$ cat src/rtl/change_dispenser.sv
// Change dispenser: accumulates 5 rs coins owed and drives a coin hopper,
// confirming each eject through a synchronized drop sensor with retries.
module change_dispenser #(
   parameter int PULSE_CYC   = 4,
   parameter int TIMEOUT_CYC = 64,
   parameter int MAX_RETRY   = 2
) (
   input  logic       clk,
   input  logic       rst,
   input  logic [1:0] change_in,
   input  logic       coin_sense,
   output logic       hopper_fire,
   output logic [3:0] pending,
   output logic       busy,
   output logic       done,
   output logic       fault
);

   typedef enum logic [2:0] {
      ST_IDLE  = 3'd0,
      ST_FIRE  = 3'd1,
      ST_WAIT  = 3'd2,
      ST_GAP   = 3'd3,
      ST_FAULT = 3'd4
   } state_t;

   localparam logic [7:0] PULSE_LAST   = 8'(PULSE_CYC - 1);
   localparam logic [7:0] TIMEOUT_LAST = 8'(TIMEOUT_CYC - 1);
   localparam logic [2:0] RETRY_LIM    = 3'(MAX_RETRY);

   state_t     state_r;
   logic       sync1_r;
   logic       sync2_r;
   logic       sync3_r;
   logic [7:0] timer_r;
   logic [2:0] retry_r;

   logic       coin_ev_s;
   logic [1:0] add_s;
   logic       dec_s;
   logic [4:0] sum_s;

   // Decode the amount owed this cycle and the next pending value.
   always_comb begin
      add_s = 2'd0;
      case (change_in)
         2'b01:   add_s = 2'd1;
         2'b10:   add_s = 2'd2;
         default: add_s = 2'd0;
      endcase
      coin_ev_s = sync2_r & ~sync3_r;
      dec_s     = (state_r == ST_WAIT) && coin_ev_s;
      sum_s     = {1'b0, pending} + {3'b000, add_s} - {4'b0000, dec_s};
   end

   assign busy = (state_r != ST_IDLE);

   // Synchronizer, pending accumulator and dispense FSM.
   always_ff @(posedge clk) begin
      if (rst) begin
         state_r     <= ST_IDLE;
         sync1_r     <= 1'b0;
         sync2_r     <= 1'b0;
         sync3_r     <= 1'b0;
         timer_r     <= 8'd0;
         retry_r     <= 3'd0;
         pending     <= 4'd0;
         hopper_fire <= 1'b0;
         done        <= 1'b0;
         fault       <= 1'b0;
      end else begin
         sync1_r <= coin_sense;
         sync2_r <= sync1_r;
         sync3_r <= sync2_r;
         done    <= 1'b0;
         // Overflow beats any state transition on the same edge.
         if ((state_r != ST_FAULT) && (sum_s > 5'd15)) begin
            pending     <= 4'd15;
            state_r     <= ST_FAULT;
            hopper_fire <= 1'b0;
            fault       <= 1'b1;
         end else begin
            if (state_r != ST_FAULT) begin
               pending <= sum_s[3:0];
            end
            done <= dec_s && (sum_s == 5'd0);
            case (state_r)
               ST_IDLE: begin
                  if (pending != 4'd0) begin
                     state_r     <= ST_FIRE;
                     hopper_fire <= 1'b1;
                     timer_r     <= 8'd0;
                  end
               end
               ST_FIRE: begin
                  if (timer_r == PULSE_LAST) begin
                     state_r     <= ST_WAIT;
                     hopper_fire <= 1'b0;
                     timer_r     <= 8'd0;
                  end else begin
                     timer_r <= timer_r + 8'd1;
                  end
               end
               ST_WAIT: begin
                  if (coin_ev_s) begin
                     state_r <= ST_GAP;
                     retry_r <= 3'd0;
                     timer_r <= 8'd0;
                  end else if (timer_r == TIMEOUT_LAST) begin
                     timer_r <= 8'd0;
                     retry_r <= retry_r + 3'd1;
                     if ((retry_r + 3'd1) <= RETRY_LIM) begin
                        state_r     <= ST_FIRE;
                        hopper_fire <= 1'b1;
                     end else begin
                        state_r <= ST_FAULT;
                        fault   <= 1'b1;
                     end
                  end else begin
                     timer_r <= timer_r + 8'd1;
                  end
               end
               ST_GAP: begin
                  if (timer_r == 8'd1) begin
                     state_r <= ST_IDLE;
                     timer_r <= 8'd0;
                  end else begin
                     timer_r <= timer_r + 8'd1;
                  end
               end
               ST_FAULT: begin
                  hopper_fire <= 1'b0;
                  fault       <= 1'b1;
               end
               default: begin
                  state_r     <= ST_IDLE;
                  hopper_fire <= 1'b0;
               end
            endcase
         end
      end
   end

endmodule

$ cat config.mk
export PLATFORM = sky130hd
export DESIGN_NAME = change_dispenser
export DESIGN_NICKNAME = d
export VERILOG_FILES = /design/src/rtl/change_dispenser.sv
export SDC_FILE = /design/constraint.sdc
export NUM_CORES = 1
export LEC_CHECK = 0
export CAP_MARGIN = 10
export CELL_PAD_IN_SITES_DETAIL_PLACEMENT = 0
export CELL_PAD_IN_SITES_GLOBAL_PLACEMENT = 1
export CORE_ASPECT_RATIO = 0.9
export CORE_MARGIN = 5
export CORE_UTILIZATION = 47
export DETAILED_ROUTE_END_ITERATION = 12
export PLACE_DENSITY_LB_ADDON = 0.1
export SLEW_MARGIN = 25
export SYNTH_ARGS = -nofsm -noshare
export SYNTH_HDL_FRONTEND = slang
export SYNTH_SLANG_ARGS = --single-unit
$ cat constraint.sdc
create_clock -name clk -period 6.3 [get_ports clk]
set_input_delay 1.26 -clock clk [delete_from_list [all_inputs] [get_ports clk]]
set_output_delay 1.26 -clock clk [all_outputs]
set_load 0.01 [all_outputs]
* Yosys cells after proc, flatten, opt, wreduce, memory -nomap -nowiden *
Cells that the tools add are included.

storage, ports and cells
  register bits = 24

cells by class
  add/subtract/negate cells = 4
  magnitude comparators = 2
  equal/unequal tests = 25
  muxes and demuxes = 30
  bitwise operators = 5
  reductions and logical operators = 18

operator list
  operator               count
  $mux W8                5
  $pmux W8 S4            1
  $mux W3                9
  $ne A3 B3 Y1 const B   5
  $pmux W3 S5            1
  $ne A2 B2 Y1 const B   5
  $reduce_and A5 Y1      2
  $mux W1                9
  $add A8 B1 Y8 const B  1
  $eq A8 B1 Y1 const B   1
  $eq A8 B2 Y1 const B   1
  $eq A8 B6 Y1 const B   1
  $mux W4                2
  $reduce_bool A4 Y1     2
  $eq A3 B2 Y1 const B   2
  $ne A3 B2 Y1 const B   2
  $reduce_and A3 Y1      2
  $reduce_and A6 Y1      1
  $reduce_bool A3 Y1     2
  $add A4 B2 Y5          1
  $gt A5 B4 Y1 const B   1
  $logic_not A5 Y1       1
  $sub A5 B1 Y5          1
  $ne A2 B1 Y1 const B   2
  other kinds (18)       24

* Longest topological paths before layout *
Gate-level depths: netlist of the first run.

  word-level depth = 8
  depth in mapped cells = 12

* Worst setup path before layout of the first run *
OpenSTA, ideal clock, no wires.

  path type = input -> register
  from = input port change_in[1]
  to = register timer_r[7]
  arrival time = 3.546 ns
  required time = 6.212 ns
  setup slack = 2.666 ns
  stages on the path = 11
  buffers on the path = 1
  cells stage by stage = nand2b_1 ha_1 inv_1 ha_1 fa_1 nand3b_1 a31oi_1 or2_0 buf_2 or3_4 o32ai_2

between the ends
  longest elaborated chain between the ends = 8
  elaborated cells on any way between the ends = 9
  classes of those cells = add/sub: 2; order compare: 1; eq/ne: 2; mux: 1; bitwise: 1; reduce/logical: 2

ends and longest elaborated chain
  item                                                 RTL line  RTL
  from (decl)                                          10        input logic [1:0] change_in,
  $eq A2 B2 Y1 / $eq A2 B1 Y1 (equally long branches)  46        case (change_in)
  $pmux W2 S2 (*)                                      46
  $add A4 B2 Y5 (*)                                    53        sum_s = {1'b0, pending} + {3'b000, add_s} - {4'b0000, dec_s};
  $sub A5 B1 Y5 (*)                                    53
  $gt A5 B4 Y1 (*)                                     77        if ((state_r != ST_FAULT) && (sum_s > 5'd15)) begin
  $logic_and A1 B1 Y1 (*)                              77
  $not A1 Y1 (no line) (*)                             n/a
  $reduce_and A3 Y1 (no line) (*)                      n/a
  to (signal assigned)                                 101       timer_r <= timer_r + 8'd1;
  to (signal assigned)                                 120       timer_r <= timer_r + 8'd1;
  to (signal assigned)                                 128       timer_r <= timer_r + 8'd1;
  to (decl)                                            35        logic [7:0] timer_r;

Every way passes the cells marked *; elsewhere a longest branch is shown, timed or not.
A chain may end at the register's enable or synchronous reset.

* Worst setup path after layout of the first run *
Same ends and word-level chain as after synthesis.

==> results.yml, run 1 <==
global_route:
  grt_overflow_total: 0
  track_usage_pct: 14.2
  grt_pass1_wl_um: 5250
  antenna_found_initial: 0
  grt_pass1_vias: 1207
  grt_start_max_net_pins: 17
sta:
  fin_worst_skew_ns: 0.00296
  hold_violations: 0
  relSlewSlack_pct: 58.4
  finalCritPeriodShare_pct: 62.8
  worst_pin_slew_ns: 0.621
  final-setup-viol-count: 0
  fin_crit_ns: 3.96
  slew_violations: 0
  grt_setup_unrepaired: "no"
  final.setup.tns_ns: 0
  fmax_ghz: 0.253
clock_tree:
  ctsResizeCount: 0
  clk_latency_ns: 0.31
  cts.sinks: 24
  cts_tree: "built"
  cts_buffers: 3
  post-cts-setup-buffer-count: 0
  hold_buffers: 0
  cts-root-buf: "clkbuf_4"
  clk_path_buf_depth: 2
  cts_max_level: 1
  clk_pin_slew_worst_paths_ns: 0.13
yosys:
  ys_ff_latch: 24
  ys.flop_type: "dfxtp_1"
  yosys_warnings: 0
  synth-async-reset-ratio_pct: 0
  synth_cell_types: 52
  synth_edf_count: 0
  synthCells: 168
  syn_area_per_cell_um2: 8.93
  netlist_area_mm2: 0.00150
  seq_area_frac_synth_pct: 32.0
  syn_nets: 185
power:
  pwr-share-clk_pct: 12.9
  peakVddDrop_mv: 0.210
  power_frac_comb_pct: 54.4
  sw_frac_of_total_pct: 42.1
  pwr-share-seq_pct: 32.7
  internal_power_uw: 366
  power.density_mw_per_mm2: 375
  p_leak_nw: 0.657
  p_sw_uw: 265
final_layout:
  fin_nets: 196
  fill_cells: 279
  final_core_util_pct: 54.9
  syn2layout_area_growth_pct: 12.2
  design_area_mm2: 0.00168
  layout-drive-gt1-share_pct: 7.87
  n_antenna_cell: 0
setup_path:
  reg2regPathDepth: 11
  crit_path_max_fanout: 8
  worstSetupPathType: "input pin to flop"
  critPathRequiredTime_ns: 6.53
  critPathLaunchType: "input pin"
  critPathCaptureType: "flop"
  arrival_ns: 4.19
placed_design:
  place_area_mm2: 0.00165
  place_congestion: 0.826
  port_buffers: 12
  hpwl_um: 2330
floorplan:
  rows: 19
  ios: 13
  core_region_area_mm2: 0.00307
  die_y_um: 63.6
  die_area_mm2: 0.00442
  fp.dieW_um: 69.6
  initial_core_util_pct: 48.9
min_path:
  hold_path.class: "flop to flop"
  hold_path_depth: 1
drt:
  drc: 0
  drt-pass1-iter-count: 4
  wl_per_cell_um: 13.6
  drt_wl_total_um: 3000
  first_iter_violations: 72
  detail-route-antenna-nets: 0
  vias: 1229
  via_per_inst: 5.59
flow_run:
  drv_cap: 0
outcome:
  status: "complete, no violations"
## power groups by stage
| stage | Clock, mW | Combinational [mW] | Sequential, mW |
|---|---|---|---|
| finish | 0.0813 | 0.343 | 0.206 |
| global route | 0.0925 | 0.381 | 0.211 |
| CTS | 0.0845 | 0.345 | 0.206 |
| detailed placement | 0 | 0.343 | 0.209 |
| global placement | 0 | 0.341 | 0.207 |
| floorplan | 0 | 0.256 | 0.204 |
## state kept, by name, summed over array words and instances, names as in the netlist
signal and count:
sync1_r 1, retry_r 3, fault 1, sync2_r 1, timer_r 8, hopper_fire 1, pending 4, state_r 3
done 1, sync3_r 1
## path summary, 6_finish.rpt
check | start | endpoint | slack, ns
max | change_in[1] | timer_r[7]$_SDFFE_PP0P_ | 2.34
min | sync1_r$_SDFF_PP0_ | sync2_r$_SDFF_PP0_ | 0.46
max reg2reg | state_r[1]$_SDFFE_PP0P_ | timer_r[7]$_SDFFE_PP0P_ | 2.79
min reg2reg | sync1_r$_SDFF_PP0_ | sync2_r$_SDFF_PP0_ | 0.46
## cell usage after synthesis (2+ instances only)
cell	n	area share (%)
and3_1	3	1.3
a211oi_1	3	1.5
xor2_1	3	1.8
a22o_1	5	2.9
nor2_1	14	3.5
or3_1	2	0.83
ha_1	11	9.2
a21o_1	2	1.0
nand3b_1	3	1.5
nor3b_1	2	1.0
mux2i_1	4	2.7
nor3_1	8	2.7
dfxtp_1	24	32
inv_1	14	3.5
nand2_1	5	1.3
clkbuf_1	3	0.75
nor2b_1	8	3.3
nor4_1	2	0.83
a31oi_1	4	1.7
nand2b_1	4	1.7
nor4b_1	2	1.2
o21ai_0	5	1.7
a21oi_1	5	1.7
and2_1	2	0.83
buf_2	3	1.0
## metrics by stage
stage | hold slack (ns) | std cells | power [mW] | worst slack (ns)
2_1_floorplan | 0.414 | 168 | 0.460 | 2.67
3_3_place_gp | 0.424 | 216 | 0.548 | 2.13
3_5_place_dp | 0.437 | 216 | 0.552 | 2.01
4_1_cts | 0.460 | 220 | 0.635 | 2.35
5_1_grt | 0.484 | 220 | 0.685 | 2.21
6_report | 0.457 | 220 | 0.631 | 2.34
## cell families (layout without fill, tap and decap cells)
group	count (synthesis)	count (layout)	share of synthesized area, %
buffers and inverters	20	30	5.25
flip-flops	24	24	32.0
adder cells (fa/ha/maj)	12	12	10.5
AND/OR/NAND/NOR	65	65	26.0
XOR/XNOR	4	4	2.34
AO/OA/AOI/OAI	38	38	20.4
multiplexers	5	5	3.42
## routing by layer
metal | vias up | global-route usage, % | wire [um]
li1 | 630 | - | -
met1 | 577 | 19.0 | 1520
met2 | 18 | 22.4 | 1340
met3 | 4 | 2.38 | 95
met4 | 0 | 6.34 | 42
met5 | - | 0 | 0
## area by class of cell
type	count	area [um2]	area share, %
Multi-Input combinational cell	124	941	55.9
Sequential cell	24	480	28.6
Timing Repair Buffer	12	120	7.14
Inverter	14	52.6	3.12
Tap cell	42	52.6	3.12
Clock buffer	4	36.3	2.16
## placed cells by master (no fill, tap or decap), types with 3 or more instances in the layout
cell / count
a211oi_1: 3
a21oi_1: 5
a22o_1: 5
a31oi_1: 4
and3_1: 3
clkbuf_4: 3
clkdlybuf4s50_1: 12
dfxtp_1: 24
ha_1: 11
inv_1: 14
mux2i_1: 4
nand2_1: 5
nand2b_1: 4
nand3b_1: 3
nor2_1: 14
nor2b_1: 8
nor3_1: 8
o21ai_0: 5
xor2_1: 3
## worst max-delay path, stage by stage
cell and delay, ns:
clkdlybuf4s50_1 0.41, nand2b_1 0.15, ha_1 0.27, inv_1 0.04, ha_1 0.20, fa_1 0.41
nand3b_1 0.12, a31oi_1 0.20, or2_0 0.42, or3_4 0.46, o32ai_2 0.25
Power figures use the tool's default switching activity.
==> run 2, diff against run 1 <==
CORE_UTILIZATION = 39   (was 47)
clock period = 3.2 ns   (was 6.3 ns; I/O delays follow)
==> results.yml, run 2 (synthesized netlist as in run 1, its figures left out) <==
outcome:
  status: "complete, no violations"
flow_run:
  drv_cap: 0
sta:
  hold_violations: 0
  finalCritPeriodShare_pct: 95.1
  fin_crit_ns: 3.04
  final-setup-viol-count: 0
  fin_ws_ns: 0.157
  relSlewSlack_pct: 64.1
  slew_violations: 0
  worst_pin_slew_ns: 0.537
  fmax_ghz: 0.329
  holdWs_ns: 0.441
  fin_worst_skew_ns: 0.00717
  grt_setup_unrepaired: "no"
power:
  power_frac_comb_pct: 56.4
  power.density_mw_per_mm2: 818
  internal_power_uw: 920
  p_sw_uw: 579
  pwr-share-clk_pct: 18.2
  p_leak_nw: 0.733
  pwr-share-seq_pct: 25.4
  sw_frac_of_total_pct: 38.6
  peakVddDrop_mv: 0.540
placed_design:
  port_buffers: 12
  dp_worst_setup_slack_ns: -0.274
  place_congestion: 0.866
  hpwl_um: 2630
floorplan:
  ios: 13
  die_area_mm2: 0.00519
  core_region_area_mm2: 0.00370
  fp.dieW_um: 75.4
  die_y_um: 68.8
  rows: 21
  initial_core_util_pct: 40.5
clock_tree:
  cts_max_level: 1
  clk_pin_slew_worst_paths_ns: 0.09
  cts-root-buf: "clkbuf_8"
  cts_buffers: 3
  clk_path_buf_depth: 2
  cts.sinks: 24
  clk_latency_ns: 0.27
  cts_tree: "built"
drt:
  drc: 0
  detail-route-antenna-nets: 0
  wl_per_cell_um: 14.4
  via_per_inst: 5.41
  drt_wl_total_um: 3390
  first_iter_violations: 136
  drt-pass1-iter-count: 4
  vias: 1277
global_route:
  grt_pass1_wl_um: 6050
  track_usage_pct: 15.2
  grt_overflow_total: 0
  grt_start_max_net_pins: 16
  grt_pass1_vias: 1318
  antenna_found_initial: 0
setup_path:
  cp_slowest_stage_delay_ns: 0.41
  worstSetupPathType: "input pin to flop"
  slowest_stage: "clkdlybuf4s50_1"
  critPathRequiredTime_ns: 3.37
  critPathCaptureType: "flop"
  path_cells: "clkdlybuf4s50_1 -> nand2b_1 -> ha_1 -> inv_1 -> ha_1 -> fa_2 -> nand3b_1 -> and4_4 -> buf_4 -> a2111oi_4 -> buf_4 -> mux2i_1 -> nor2_1"
  crit_path_max_fanout: 3
  arrival_ns: 3.21
  critPathLaunchType: "input pin"
min_path:
  hold_path.class: "flop to flop"
final_layout:
  fin_nets: 208
  final_common_cell: "dfxtp_1"
  n_antenna_cell: 0
  syn2layout_area_growth_pct: 22.2
  largest_reg_flops: 8
  top_register: "timer_r"
  fill_cells: 353
  layout-drive-gt1-share_pct: 15.3
  largestRegisters: "timer_r: 8 flops, pending: 4 flops"
  layout.cells.most_common_list: "dfxtp_1 (24), inv_1 (14), nor2_1 (13), clkdlybuf4s50_1 (12), buf_4 (12)"
run 2: repair_timing:
item | in CTS | in global routing
hold buffers | 0 | 0
endpoints found under the setup margin | 0 | 18
gates resized for setup | 0 | 5
setup buffers | 0 | 0
run 2: through the flow:
stage / std cells / utilization, % / TNS (ns) / cell area (um2) / power [mW]
finish: 236 / 49.5 / 0 / 1830 / 1.50
global route: 236 / 49.5 / 0 / 1830 / 1.63
CTS: 236 / 48.9 / 0 / 1810 / 1.49
detailed placement: 232 / 47.0 / -3.65 / 1740 / 1.21
global placement: 232 / 47.0 / -2.32 / 1740 / 1.20
floorplan: 168 / - / 0 / 1500 / 0.905
run 2: final timing paths:
path	end	cells past startpoint	slack, ns	from
max	retry_r[0]$_SDFFE_PP0P_	13	0.16	change_in[1]
min	sync2_r$_SDFF_PP0_	1	0.44	sync1_r$_SDFF_PP0_
max reg2reg	retry_r[0]$_SDFFE_PP0P_	13	0.21	state_r[0]$_SDFFE_PP0P_
min reg2reg	sync2_r$_SDFF_PP0_	1	0.44	sync1_r$_SDFF_PP0_
run 2: area by class of cell:
class | instances | area, um2 | area share (%)
Tap cell | 46 | 57.6 | 3.14
Timing Repair Buffer | 24 | 210 | 11.5
Clock inverter | 1 | 30.0 | 1.64
Inverter | 14 | 52.6 | 2.87
Clock buffer | 3 | 41.3 | 2.25
Multi-Input combinational cell | 124 | 961 | 52.4
Sequential cell | 24 | 480 | 26.2
run 2: per-layer routing:
layer	track usage [%]	routed length (um)	up-vias
li1	-	-	653
met1	19.9	1660	591
met2	25.0	1550	23
met3	2.32	92	10
met4	6.11	85	0
met5	0	0	-
run 2: power by group through the flow:
| stage | Sequential [mW] | Clock, mW | Combinational [mW] |
|---|---|---|---|
| 2_1_floorplan | 0.402 | 0 | 0.503 |
| 3_3_place_gp | 0.386 | 0 | 0.810 |
| 3_5_place_dp | 0.388 | 0 | 0.821 |
| 4_1_cts | 0.382 | 0.280 | 0.825 |
| 5_1_grt | 0.390 | 0.290 | 0.946 |
| 6_report | 0.381 | 0.272 | 0.846 |
run 2: worst max-delay path, delay by kind of cell:
kind	cells	cell delay, ns
AOI/OAI and AO/OA	1	0.35
and+or+nand+nor	4	0.56
adders and majority gates	3	0.67
buffers and inverters	4	0.80
muxes	1	0.18
==> run 3, diff against run 2 <==
CAP_MARGIN = 5   (was 10)
CORE_UTILIZATION = 43   (was 39)
clock period = 3 ns   (was 3.2 ns; I/O delays follow)
==> results.yml, run 3 (synthesized netlist as in run 1, its figures left out) <==
floorplan:
  core_region_area_mm2: 0.00338
  initial_core_util_pct: 44.4
  ios: 13
  fp.dieW_um: 72.3
  rows: 20
  die_y_um: 66.0
  die_area_mm2: 0.00477
setup_path:
  critPathRequiredTime_ns: 3.17
  cp_slowest_stage_delay_ns: 0.39
  arrival_ns: 2.99
  slowest_stage: "or3b_4"
  worstSetupPathType: "flop to flop"
  cp_top_family: "simple AND/OR/NAND/NOR gates"
  path_cells: "or3b_4 -> nor2_4 -> ha_1 -> inv_1 -> ha_4 -> fa_2 -> nand3b_1 -> and4_4 -> buf_4 -> o31ai_2 -> buf_4 -> o21ai_0 -> a22o_1"
  crit_path_max_fanout: 8
  critPathCaptureType: "flop"
  critPathLaunchType: "flop"
  cp_common_cell: "buf_4"
  path_buf_inv: 3
final_layout:
  top_register: "timer_r"
  fin_nets: 211
  layout-drive-gt1-share_pct: 18.1
  final_common_cell: "dfxtp_1"
  n_antenna_cell: 0
  syn2layout_area_growth_pct: 24.5
  largestRegisters: "timer_r: 8 flops, pending: 4 flops"
  largest_reg_flops: 8
  final_core_util_pct: 55.3
  layout.cells.most_common_list: "dfxtp_1 (23), buf_4 (15), inv_1 (14), nor2_1 (13)"
sta:
  fin_ws_ns: 0.179
  fin_worst_skew_ns: 0.00610
  fmax_ghz: 0.355
  relSlewSlack_pct: 63.2
  final-setup-viol-count: 0
  worst_pin_slew_ns: 0.551
  hold_violations: 0
  fin_crit_ns: 2.82
  finalCritPeriodShare_pct: 94.0
  slew_violations: 0
placed_design:
  port_buffers: 12
  hpwl_um: 2540
  place_congestion: 0.817
  dp_worst_setup_slack_ns: -0.335
power:
  internal_power_uw: 917
  peakVddDrop_mv: 0.554
  pwr-share-clk_pct: 14.2
  power.density_mw_per_mm2: 822
  p_leak_nw: 0.763
  pwr-share-seq_pct: 26.8
  sw_frac_of_total_pct: 40.3
  power_frac_comb_pct: 59.0
  p_sw_uw: 619
min_path:
  hold_path.class: "flop to flop"
drt:
  wl_per_cell_um: 14.3
  drc: 0
  drt-pass1-iter-count: 4
  vias: 1261
  via_per_inst: 5.32
  drt_wl_total_um: 3390
  detail-route-antenna-nets: 0
  first_iter_violations: 84
flow_run:
  drv_cap: 0
clock_tree:
  cts_max_level: 1
  cts.sinks: 24
  hold_buffers: 0
  cts-root-buf: "clkbuf_8"
  clk_path_buf_depth: 2
  clk_latency_ns: 0.26
  cts_buffers: 3
  cts_tree: "built"
  clk_pin_slew_worst_paths_ns: 0.09
global_route:
  antenna_found_initial: 0
  grt_pass1_wl_um: 5540
  track_usage_pct: 14.7
  grt_start_max_net_pins: 16
  grt_overflow_total: 0
  grt_pass1_vias: 1189
outcome:
  status: "complete, no violations"
[run 3: path summary, 6_finish.rpt]
kind,cells after the start,to,start,slack (ns)
setup reg to reg,13,timer_r[3]$_SDFFE_PP0P_,state_r[1]$_SDFFE_PP0P_,0.18
hold / removal,2,fault$_SDFFE_PP0P_,fault$_SDFFE_PP0P_,0.45
setup / recovery,13,timer_r[3]$_SDFFE_PP0P_,state_r[1]$_SDFFE_PP0P_,0.18
hold reg to reg,2,fault$_SDFFE_PP0P_,fault$_SDFFE_PP0P_,0.45
[run 3: area by class of cell]
| cell class | instances | area (um2) |
|---|---|---|
| fillers | 318 | 1510 |
| flip-flops and latches | 24 | 482 |
| clock buffers | 4 | 55.1 |
| multi-input cells | 124 | 986 |
| well taps | 44 | 55.1 |
| inverters | 14 | 52.6 |
| repair buffers | 27 | 238 |
[run 3: through the flow]
step | TNS [ns] | hold slack [ns] | area (um2) | power, mW | cells
finish | 0 | 0.453 | 1870 | 1.54 | 237
CTS | 0 | 0.459 | 1830 | 1.53 | 236
global placement | -4.42 | 0.426 | 1760 | 1.27 | 232
global route | -0.00906 | 0.470 | 1870 | 1.65 | 237
floorplan | 0 | 0.414 | 1510 | 0.973 | 168
detailed placement | -4.75 | 0.438 | 1760 | 1.28 | 232
[run 3: worst min-delay path, stage by stage (launching register included)]
cell     delay [ns]
dfxtp_1        0.32
inv_1          0.05
a21oi_1        0.05
[run 3: per-layer routing]
metal / GRT usage, % / vias to the layer above / share of wire [%]
met5: 0 / - / 0
met4: 2.11 / 0 / 0.38
met3: 2.74 / 2 / 3.6
met2: 24.8 / 27 / 47
met1: 19.8 / 574 / 49
li1: - / 658 / -
[run 3: power groups by stage]
stage               Clock (mW)  Combinational [mW]  Sequential [mW]
finish                   0.217               0.907            0.412
global route             0.236               0.995            0.419
CTS                      0.228               0.896            0.407
detailed placement           0               0.871            0.413
global placement             0               0.862            0.412
floorplan                    0               0.545            0.428
[run 3: timing repair]
item / CTS / global route
endpoints found under the setup margin: 3 / 19
pin swaps: 2 / 6
gates cloned: 0 / 0
hold endpoints to repair: 0 / 0
buffers inserted: 0 / 1
gates resized for setup: 3 / 8
